===== src/rtl/idelay_scan_pkg.sv =====
// Shared types and constants for the IDELAY eye scanner: scan FSM states,
// tap/counter widths, per-point log depth and the 8-bit popcount helper.
package idelay_scan_pkg;

   localparam int TAP_W     = 9;
   localparam int CNT_W     = 16;
   localparam int LOG_DEPTH = 64;
   localparam int LOG_AW    = 6;

   typedef enum logic [2:0] {
      ST_IDLE,
      ST_LOAD,
      ST_SETTLE,
      ST_DWELL,
      ST_EVAL,
      ST_CENTER,
      ST_APPLY,
      ST_DONE
   } scan_state_e;

   function automatic logic [3:0] popcount8(input logic [7:0] v);
      logic [3:0] n;
      n = '0;
      for (int i = 0; i < 8; i++) begin
         n = n + {3'b000, v[i]};
      end
      return n;
   endfunction

endpackage


===== src/rtl/scan_err_accum.sv =====
// Per-tap bit-error accumulator: popcount of P against inverted N, 16-bit
// saturating sum, and a dwell counter that advances only on valid words.
module scan_err_accum
   import idelay_scan_pkg::*;
(
   input  logic             clk160,
   input  logic             rstb,
   input  logic             clr,
   input  logic             en,
   input  logic             data_valid,
   input  logic [7:0]       data_p,
   input  logic [7:0]       data_n,
   input  logic [CNT_W-1:0] dwell_cycles,
   output logic [CNT_W-1:0] err_acc,
   output logic             dwell_done
);

   logic [CNT_W-1:0] word_cnt;
   logic [CNT_W-1:0] dwell_target;
   logic [3:0]       word_err;
   logic [CNT_W:0]   acc_sum;

   // N carries the inverted reference, so a clean bit has data_p == ~data_n.
   always_comb begin
      word_err     = popcount8(data_p ^ ~data_n);
      dwell_target = (dwell_cycles == '0) ? CNT_W'(1) : dwell_cycles;
      acc_sum      = {1'b0, err_acc} + {{(CNT_W-3){1'b0}}, word_err};
      dwell_done   = en && data_valid && (word_cnt == dwell_target - CNT_W'(1));
   end

   always_ff @(posedge clk160 or negedge rstb) begin
      if (!rstb) begin
         err_acc  <= '0;
         word_cnt <= '0;
      end else if (clr) begin
         err_acc  <= '0;
         word_cnt <= '0;
      end else if (en && data_valid) begin
         err_acc  <= acc_sum[CNT_W] ? '1 : acc_sum[CNT_W-1:0];
         word_cnt <= word_cnt + CNT_W'(1);
      end
   end

endmodule


===== src/rtl/idelay_eye_scanner.sv =====
// Sweeps the IDELAY tap, counts bit errors per tap and centres on the widest
// passing run. Optional per-point error log enabled by EYE_SCAN_LOG_EN.
module idelay_eye_scanner
   import idelay_scan_pkg::*;
#(
   parameter int TAP_STEP      = 8,
   parameter int TAP_MAX       = 511,
   parameter int SETTLE_CYCLES = 16
) (
   input  logic             clk160,
   input  logic             rstb,
   input  logic             scan_start,
   input  logic             scan_abort,
   input  logic [CNT_W-1:0] dwell_cycles,
   input  logic [CNT_W-1:0] err_thresh,
   input  logic [7:0]       data_p,
   input  logic [7:0]       data_n,
   input  logic             data_valid,
   output logic [TAP_W-1:0] delay_set,
   output logic             delay_wr,
   output logic             busy,
   output logic             done,
   output logic             scan_fail,
   output logic [TAP_W-1:0] eye_start,
   output logic [TAP_W-1:0] eye_width,
   output logic [TAP_W-1:0] eye_center,
   input  logic [LOG_AW-1:0] log_addr,
   output logic [CNT_W-1:0] log_data
);

   localparam logic [TAP_W:0]   STEP_X      = (TAP_W+1)'(TAP_STEP);
   localparam logic [TAP_W:0]   MAX_X       = (TAP_W+1)'(TAP_MAX);
   localparam logic [CNT_W-1:0] SETTLE_LAST = CNT_W'(SETTLE_CYCLES - 1);

   scan_state_e state_q, state_d;

   logic [TAP_W-1:0] tap_q, delay_set_q;
   logic [TAP_W-1:0] run_first_q, run_last_q, best_first_q, best_last_q;
   logic [TAP_W-1:0] eye_start_q, eye_width_q, eye_center_q;
   logic             run_active_q, best_valid_q, scan_fail_q;
   logic [CNT_W-1:0] settle_cnt_q, err_acc;
   logic             dwell_done, acc_clr, acc_en;

   logic [TAP_W:0]   tap_next, best_width;
   logic             last_point, start_scan, tap_pass, close_run, take_best;
   logic [TAP_W-1:0] cand_first, close_first, close_last;

   // data_valid qualifies data_p/data_n for one word per cycle; there is no
   // backpressure, a word not taken while valid is simply not counted.
   scan_err_accum u_accum (
      .clk160       (clk160),
      .rstb         (rstb),
      .clr          (acc_clr),
      .en           (acc_en),
      .data_valid   (data_valid),
      .data_p       (data_p),
      .data_n       (data_n),
      .dwell_cycles (dwell_cycles),
      .err_acc      (err_acc),
      .dwell_done   (dwell_done)
   );

   always_comb begin
      start_scan  = (state_q == ST_IDLE) && scan_start && !scan_abort;
      tap_next    = {1'b0, tap_q} + STEP_X;
      last_point  = tap_next > MAX_X;
      acc_clr     = (state_q == ST_SETTLE) && (settle_cnt_q == SETTLE_LAST);
      acc_en      = (state_q == ST_DWELL);
      tap_pass    = err_acc <= err_thresh;
      cand_first  = run_active_q ? run_first_q : tap_q;
      // A passing last point closes the run that includes it.
      close_run   = (run_active_q && !tap_pass) || (tap_pass && last_point);
      close_first = tap_pass ? cand_first : run_first_q;
      close_last  = tap_pass ? tap_q : run_last_q;
      take_best   = close_run && (!best_valid_q ||
                    ((close_last - close_first) > (best_last_q - best_first_q)));
      best_width  = {1'b0, best_last_q} - {1'b0, best_first_q};
   end

   always_ff @(posedge clk160 or negedge rstb) begin
      if (!rstb) state_q <= ST_IDLE;
      else       state_q <= state_d;
   end

   always_comb begin
      state_d = state_q;
      case (state_q)
         ST_IDLE:   if (start_scan) state_d = ST_LOAD;
         ST_LOAD:   state_d = ST_SETTLE;
         ST_SETTLE: if (settle_cnt_q == SETTLE_LAST) state_d = ST_DWELL;
         ST_DWELL:  if (dwell_done) state_d = ST_EVAL;
         ST_EVAL:   state_d = last_point ? ST_CENTER : ST_LOAD;
         ST_CENTER: state_d = ST_APPLY;
         ST_APPLY:  state_d = ST_DONE;
         ST_DONE:   state_d = ST_IDLE;
         default:   state_d = ST_IDLE;
      endcase
      if (scan_abort && state_q != ST_IDLE) state_d = ST_IDLE;
   end

   always_comb begin
      busy       = (state_q != ST_IDLE) && (state_q != ST_DONE);
      done       = (state_q == ST_DONE) && !scan_abort;
      delay_wr   = ((state_q == ST_LOAD) || (state_q == ST_APPLY)) && !scan_abort;
      delay_set  = delay_set_q;
      if (state_q == ST_LOAD)  delay_set = tap_q;
      if (state_q == ST_APPLY) delay_set = eye_center_q;
      scan_fail  = scan_fail_q;
      eye_start  = eye_start_q;
      eye_width  = eye_width_q;
      eye_center = eye_center_q;
   end

   always_ff @(posedge clk160 or negedge rstb) begin
      if (!rstb) begin
         tap_q        <= '0;
         delay_set_q  <= '0;
         settle_cnt_q <= '0;
         run_active_q <= 1'b0;
         run_first_q  <= '0;
         run_last_q   <= '0;
         best_valid_q <= 1'b0;
         best_first_q <= '0;
         best_last_q  <= '0;
         scan_fail_q  <= 1'b0;
         eye_start_q  <= '0;
         eye_width_q  <= '0;
         eye_center_q <= '0;
      end else begin
         delay_set_q <= delay_set;
         if (state_q == ST_LOAD)        settle_cnt_q <= '0;
         else if (state_q == ST_SETTLE) settle_cnt_q <= settle_cnt_q + CNT_W'(1);
         if (start_scan) begin
            tap_q        <= '0;
            run_active_q <= 1'b0;
            best_valid_q <= 1'b0;
            scan_fail_q  <= 1'b0;
         end
         if (state_q == ST_EVAL && !scan_abort) begin
            if (!last_point) tap_q <= tap_next[TAP_W-1:0];
            if (tap_pass) begin
               run_active_q <= 1'b1;
               run_first_q  <= cand_first;
               run_last_q   <= tap_q;
            end else begin
               run_active_q <= 1'b0;
            end
            if (take_best) begin
               best_valid_q <= 1'b1;
               best_first_q <= close_first;
               best_last_q  <= close_last;
            end
         end
         if (state_q == ST_CENTER && !scan_abort) begin
            if (best_valid_q) begin
               scan_fail_q  <= 1'b0;
               eye_start_q  <= best_first_q;
               eye_width_q  <= best_width[TAP_W-1:0];
               eye_center_q <= TAP_W'({1'b0, best_first_q} + (best_width >> 1));
            end else begin
               scan_fail_q  <= 1'b1;
               eye_start_q  <= '0;
               eye_width_q  <= '0;
               eye_center_q <= '0;
            end
         end
      end
   end

`ifdef EYE_SCAN_LOG_EN
   logic [CNT_W-1:0] log_mem [LOG_DEPTH];
   logic [CNT_W-1:0] log_rd_q;
   logic [TAP_W-1:0] log_idx;

   assign log_idx = tap_q / TAP_W'(TAP_STEP);

   // Log contents are deliberately left unreset; only the read register clears.
   always_ff @(posedge clk160) begin
      if (state_q == ST_EVAL && log_idx < TAP_W'(LOG_DEPTH))
         log_mem[log_idx[LOG_AW-1:0]] <= err_acc;
   end

   always_ff @(posedge clk160 or negedge rstb) begin
      if (!rstb) log_rd_q <= '0;
      else       log_rd_q <= log_mem[log_addr];
   end

   assign log_data = log_rd_q;
`else
   logic log_addr_unused;
   assign log_addr_unused = ^log_addr;
   assign log_data        = '0;
`endif

endmodule


===== config.mk =====
export PLATFORM = sky130hd
export DESIGN_NAME = idelay_eye_scanner
export DESIGN_NICKNAME = d
export VERILOG_FILES = /design/src/rtl/idelay_scan_pkg.sv /design/src/rtl/scan_err_accum.sv /design/src/rtl/idelay_eye_scanner.sv
export SDC_FILE = /design/constraint.sdc
export NUM_CORES = 1
export LEC_CHECK = 0
export CAP_MARGIN = 20
export CORE_MARGIN = 3
export CORE_UTILIZATION = 45
export CTS_CLUSTER_SIZE = 25
export DETAILED_ROUTE_END_ITERATION = 6
export GPL_TIMING_DRIVEN = 0
export HOLD_SLACK_MARGIN = 0.08
export PLACE_DENSITY_LB_ADDON = 0.05
export SKIP_LAST_GASP = 1
export SYNTH_ARGS = -nofsm -noshare
export SYNTH_HDL_FRONTEND = slang
export SYNTH_SLANG_ARGS = --single-unit

===== constraint.sdc =====
create_clock -name clk160 -period 6.87 [get_ports clk160]
set_input_delay 0.687 -clock clk160 [delete_from_list [all_inputs] [get_ports clk160]]
set_output_delay 0.687 -clock clk160 [all_outputs]
set_load 0.1 [all_outputs]

Word level (Yosys, flattened, before mapping)
Index checks and enable logic that the tools add are counted.
W data, S select, Z words.
- bits in latches: 0
- memories: 0
- ROM bits: 0
- RAM bits: 0
- register bits: 135
- input port bits: 59
- word-level logic and storage cells: 112
- output and inout port bits: 56
- muxes and demuxes: 33
- shift operators: 0
- reduce and logical (&&, ||, !) cells: 29
- order comparisons: 3
- $mul: 0
- bitwise operators: 2
- eq/ne operators: 13
- divide/modulo/power cells: 0
- add/sub/neg operators: 16
- operators with widths (operator ; number):
    $mux W16 ; 8
    $mux W9 ; 11
    $add A16 B1 Y16 const B ; 2
    $add A4 B1 Y4 ; 6
    $pmux W3 S8 ; 1
    $sub A9 B9 Y9 ; 2
    $add A16 B4 Y17 ; 1
    $eq A16 B16 Y1 ; 1
    $eq A16 B4 Y1 const B ; 1
    $le A16 B16 Y1 ; 1
    $logic_not A16 Y1 ; 1
    $sub A16 B1 Y16 const B ; 1
    $mux W3 ; 5
    $logic_and A1 B1 Y1 ; 14
    $eq A3 B3 Y1 const B ; 4
    $add A9 B4 Y10 const B ; 1
    $gt A10 B9 Y1 const B ; 1
    $sub A9 B9 Y10 ; 1
    $add A9 B9 Y9 ; 1
    $gt A9 B9 Y1 ; 1
    $ne A3 B3 Y1 const B ; 3
    $mux W1 ; 8
    $not A8 Y8 ; 1
    $reduce_bool A2 Y1 ; 4
    other kinds (11) ; 16

Depth between registers and ports, before layout
- depth after elaboration: 13
- depth in mapped cells: 26
- depth with buffers taken out: 25

Cells and area by module
Synthesis repeated with hierarchy kept, for this count alone.
- cell total of the unflattened synthesis: 970
- area total of the unflattened synthesis: 9002.4 µm²
- modules (own cells, without submodules) (module ; area each (µm²) ; times used ; sequential area each (µm²) ; cells an instance):
    idelay_eye_scanner ; 6512.5 ; 1 ; 2577.5 ; 687
    scan_err_accum ; 2489.9 ; 1 ; 800.8 ; 283

Worst setup path after synthesis
No wires, ideal clock.
- path type: in2reg
- start: input port err_thresh[10]
- end: register best_first_q[0]
- path buffers: 0
- slack: 1.323 ns
- data required time: 6.745 ns
- arrival: 5.422 ns
- setup time: 0.125 ns
- cell stages on the path: 24
- cell sequence: inv_1 ha_1 a211oi_1 a211oi_2 nor3_4 a21oi_2 nor2_2 mux2_2 ha_1 inv_1 fa_1 a21oi_1 o21bai_1 a211oi_1 nor4b_1 o32a_1 nand4_1 ha_1 nand2_1 nor3_1 o21ai_0 a21oi_1 nor3_4 mux2_2
- longest elaborated chain between the ends: 7
- elaborated cells on any way between the ends: 12
- those cells by class: add/sub (1); order compare (2); mux (2); reduce/logical (7)
- ends and longest elaborated chain (element ; RTL line ; RTL):
    start, declared ; idelay_eye_scanner.sv:15 ; input logic [CNT_W-1:0] err_thresh,
    $le A16 B16 Y1 (*) ; idelay_eye_scanner.sv:69 ; tap_pass = err_acc <= err_thresh;
    $mux W9 (*) ; - ;
    net close_first[0] ; idelay_eye_scanner.sv:46 ; logic [TAP_W-1:0] cand_first, close_first, close_last;
    $sub A9 B9 Y9 ; idelay_eye_scanner.sv:76 ; ((close_last - close_first) > (best_last_q - best_first_q)));
    $gt A9 B9 Y1 ; idelay_eye_scanner.sv:76 ;
    $logic_or A1 B1 Y1 ; idelay_eye_scanner.sv:75 ; take_best = close_run && (!best_valid_q ||
    $logic_and A1 B1 Y1 ; idelay_eye_scanner.sv:75 ;
    $reduce_and A2 Y1 (no source line) ; - ;
    end signal, assigned ; idelay_eye_scanner.sv:150 ; best_first_q <= close_first;
    end, declared ; idelay_eye_scanner.sv:38 ; logic [TAP_W-1:0] run_first_q, run_last_q, best_first_q, best_last_q;
The timed path passes the listed nets; every way through them passes the cells marked *.
A chain may end at the register's enable or synchronous reset.

Final worst setup path
- start: input port err_thresh[6]
- end: register best_first_q[4]
- longest elaborated chain between the ends: 7
- elaborated cells on any way between the ends: 12
- those cells by class: add/sub (1); order compare (2); mux (2); reduce/logical (7)
- ends and longest elaborated chain (element ; RTL line):
    $le A16 B16 Y1 ; idelay_eye_scanner.sv:69
    $mux W9 ; -
    net close_first[0] ; idelay_eye_scanner.sv:46
    $sub A9 B9 Y9 ; idelay_eye_scanner.sv:76
    $gt A9 B9 Y1 ; idelay_eye_scanner.sv:76
    $logic_or A1 B1 Y1 ; idelay_eye_scanner.sv:75
    $logic_and A1 B1 Y1 ; idelay_eye_scanner.sv:75
    $reduce_and A2 Y1 (no source line) ; -
The timed path passes the listed nets, and every way through them passes these cells.

==> results.yml <==
setup_path:
  cp_max_fo: 10
  cp-end-kind: "flop"
  startpoint_type: "primary input"
  path_class: "in -> reg"
  critPathArrivalTime_ns: 6.73
  rr_worst_depth: 26
  worstPathRequired_ns: 7.16
final_layout:
  largestRegisters: "settle_cnt_q: 16 flops, u_accum.err_acc: 16 flops, u_accum.word_cnt: 16 flops"
  drive_gt1_frac: 0.102
  post-route-util: 0.560
  nets: 1216
  n_antenna_cell: 0
  synthToLayoutAreaGrowth_pct: 21.5
  fillerInstances: 1805
synthesis:
  synth_edf_count: 0
  ys_seq_area_frac: 0.375
  synth_area_mm2: 0.00900
  ys.flop_type: "dfrtp_1"
  async_flop_share: 1.00
  synth_top_area_cell: "dfrtp_1"
  synth_most_common_cell: "dfrtp_1"
  synth.distinct_cells: 75
  synthTopCellsByArea: "dfrtp_1 38%, ha_1 8.3%, mux2_2 4.4%"
  synth.top_cell.area_share: 0.375
  yosysWarnings: 0
  synth_common_cells: "135 x dfrtp_1, 90 x nand2_1, 60 x ha_1, 55 x inv_1, 55 x o21ai_0"
  syn-instance-count: 962
  synth_seq_cells: 135
  avgSynthCellArea_um2: 9.35
global_route:
  grt_overflow: 0
  grt_antenna_before_repair: 0
  grt_pass1_vias: 7278
  grt_pass1_wl_um: 37500
  grt_start_max_net_pins: 70
  grtUsageTotal: 0.213
clocking:
  cts_tree: "done"
  hold_buffers: 0
  cts-htree-levels: 4
  clockBufferDepth: 2
  cts_root_buf: "clkbuf_16"
  cts.sinks: 135
  cts_buffers: 17
  clk_pin_slew_worst_paths_ns: 0.06
  insertion_delay_ns: 0.43
die:
  dieArea_mm2: 0.0217
  core_mm2: 0.0195
  die_height_um: 147
  ios: 115
  die_x_um: 147
  rows: 51
  start_util: 0.461
sta:
  hold_viol_final: 0
  fin_crit_ns: 6.45
  fin_skew_ns: 0.00939
  hold-worst-slack_ns: 0.263
  fmax_mhz: 155
  tightest_slew_ns: 0.977
  grt_setup_unrepaired: "false"
  maxSlewViolCount: 0
  setup_viol: 0
  relSlewSlack: 0.347
  fin_crit_sh: 0.939
min_path:
  hold_class: "in -> async"
drt:
  avgRoutedWirePerCell_um: 16.8
  detail-route-antenna-nets: 0
  firstDrtPassIters: 5
  num_vias: 7492
  drc: 0
  vias_per_cell: 5.48
  drtIter0Drc: 399
  wl_um: 22900
power_and_ir_drop:
  max-vdd-ir-drop_uv: 185
  power_density_mw_per_mm2: 265
  p_leak_nw: 5.04
place:
  hpwl_um: 17300
  gp_congestion: 0.855
  portBuffers: 90
run:
  maxCapViolCount: 0
run_status:
  status: "finished clean"
path summary, 6_finish.rpt:
kind                                                 from                          end  slack [ns]
min in group clk160              eye_width[1]$_DFFE_PN0P_     eye_width[1]$_DFFE_PN0P_        0.49
min                                                  rstb  settle_cnt_q[8]$_DFFE_PN0P_        0.26
max                                         err_thresh[6]  best_first_q[4]$_DFFE_PN0P_        0.42
min reg2reg                      eye_width[1]$_DFFE_PN0P_     eye_width[1]$_DFFE_PN0P_        0.49
max reg2reg                u_accum.err_acc[6]$_DFFE_PN0P_  best_first_q[4]$_DFFE_PN0P_        0.70
max in group asynchronous                            rstb   best_last_q[6]$_DFFE_PN0P_        5.82
cells by family (layout without fill, tap and decap cells):
logic type | Yosys count | count (layout) | share of synthesized area
AOI/OAI and AO/OA | 226 | 226 | 0.168
xor gates and xnor gates | 63 | 63 | 0.0613
adders and majority gates | 68 | 68 | 0.101
buffers and inverters | 111 | 236 | 0.0542
DFF | 135 | 135 | 0.375
muxes | 56 | 56 | 0.0672
other | 1 | 16 | 0.000417
and+or+nand+nor | 302 | 302 | 0.172
power breakdown:
group | total, mW | switching, mW | internal (mW)
clock | 0.915 | 0.367 | 0.548
sequential | 0.929 | 0.0661 | 0.862
combinational | 1.06 | 0.736 | 0.319
total | 2.90 | 1.17 | 1.73
cell type report:
cell class | count | area (um^2) | share of cell area
tap | 265 | 332 | 0.0303
clock buffer | 19 | 443 | 0.0405
multi-input combinational | 731 | 5200 | 0.476
sequential | 135 | 3380 | 0.309
clock inverter | 13 | 145 | 0.0133
timing repair buffer | 93 | 945 | 0.0864
buffer | 55 | 278 | 0.0254
inverter | 56 | 210 | 0.0192
what timing repair did:
action | 4_1_cts | 5_1_grt
gates resized for setup | 0 | 2
setup buffers | 0 | 2
setup endpoints to repair | 0 | 19
metrics by stage:
step | std cells | power (mW) | setup TNS (ns) | worst slack (ns) | cell area [um^2]
finish | 1367 | 2.90 | 0 | 0.421 | 10900
CTS | 1365 | 2.91 | 0 | 0.189 | 10900
floorplan | 977 | 1.72 | 0 | 1.32 | 9050
detailed placement | 1333 | 1.99 | -3.57 | -0.229 | 10300
global placement | 1332 | 1.98 | -76.77 | -0.557 | 10300
global route | 1367 | 3.04 | 0 | 0.00163 | 10900
metal layers:
metal  GRT usage  wire (um)
met1       0.283      10600
met2       0.362      11200
met3      0.0380        752
met4      0.0578        385
met5           0          0
critical path, cell delays in order:
cell	delay (ns)
clkdlybuf4s50_1	0.45
inv_1	0.04
ha_1	0.32
a21oi_1	0.14
nand2_1	0.07
a21o_1	0.21
o21ai_1	0.35
a21oi_4	0.16
nor2_2	0.52
mux2_2	0.42
ha_1	0.19
inv_1	0.08
fa_1	0.21
a21oi_1	0.15
o21bai_1	0.20
a211oi_2	0.09
nor4b_1	0.50
o32a_1	0.24
nand4_1	0.13
ha_1	0.32
nand2_1	0.05
nor3_1	0.23
o21ai_0	0.11
a21oi_1	0.33
nor3_4	0.06
buf_4	0.18
buf_6	0.16
mux2i_1	0.12
placed cells by master, fill, tap and decap left out, types with 17 or more instances in the layout:
cell and instances:
a21oi_1 42, and3_1 18, buf_4 18, clkbuf_1 34
clkbuf_16 17, clkdlybuf4s50_1 89, dfrtp_1 135, ha_1 60
inv_1 55, mux2_2 35, mux2i_1 21, nand2_1 90
nand3_1 39, nand4_1 17, nor2_1 50, nor3_1 18
o21ai_0 55, o22ai_1 18, o31ai_1 25, xnor2_1 32
xor2_1 31
(Power assumes the default switching activity.)
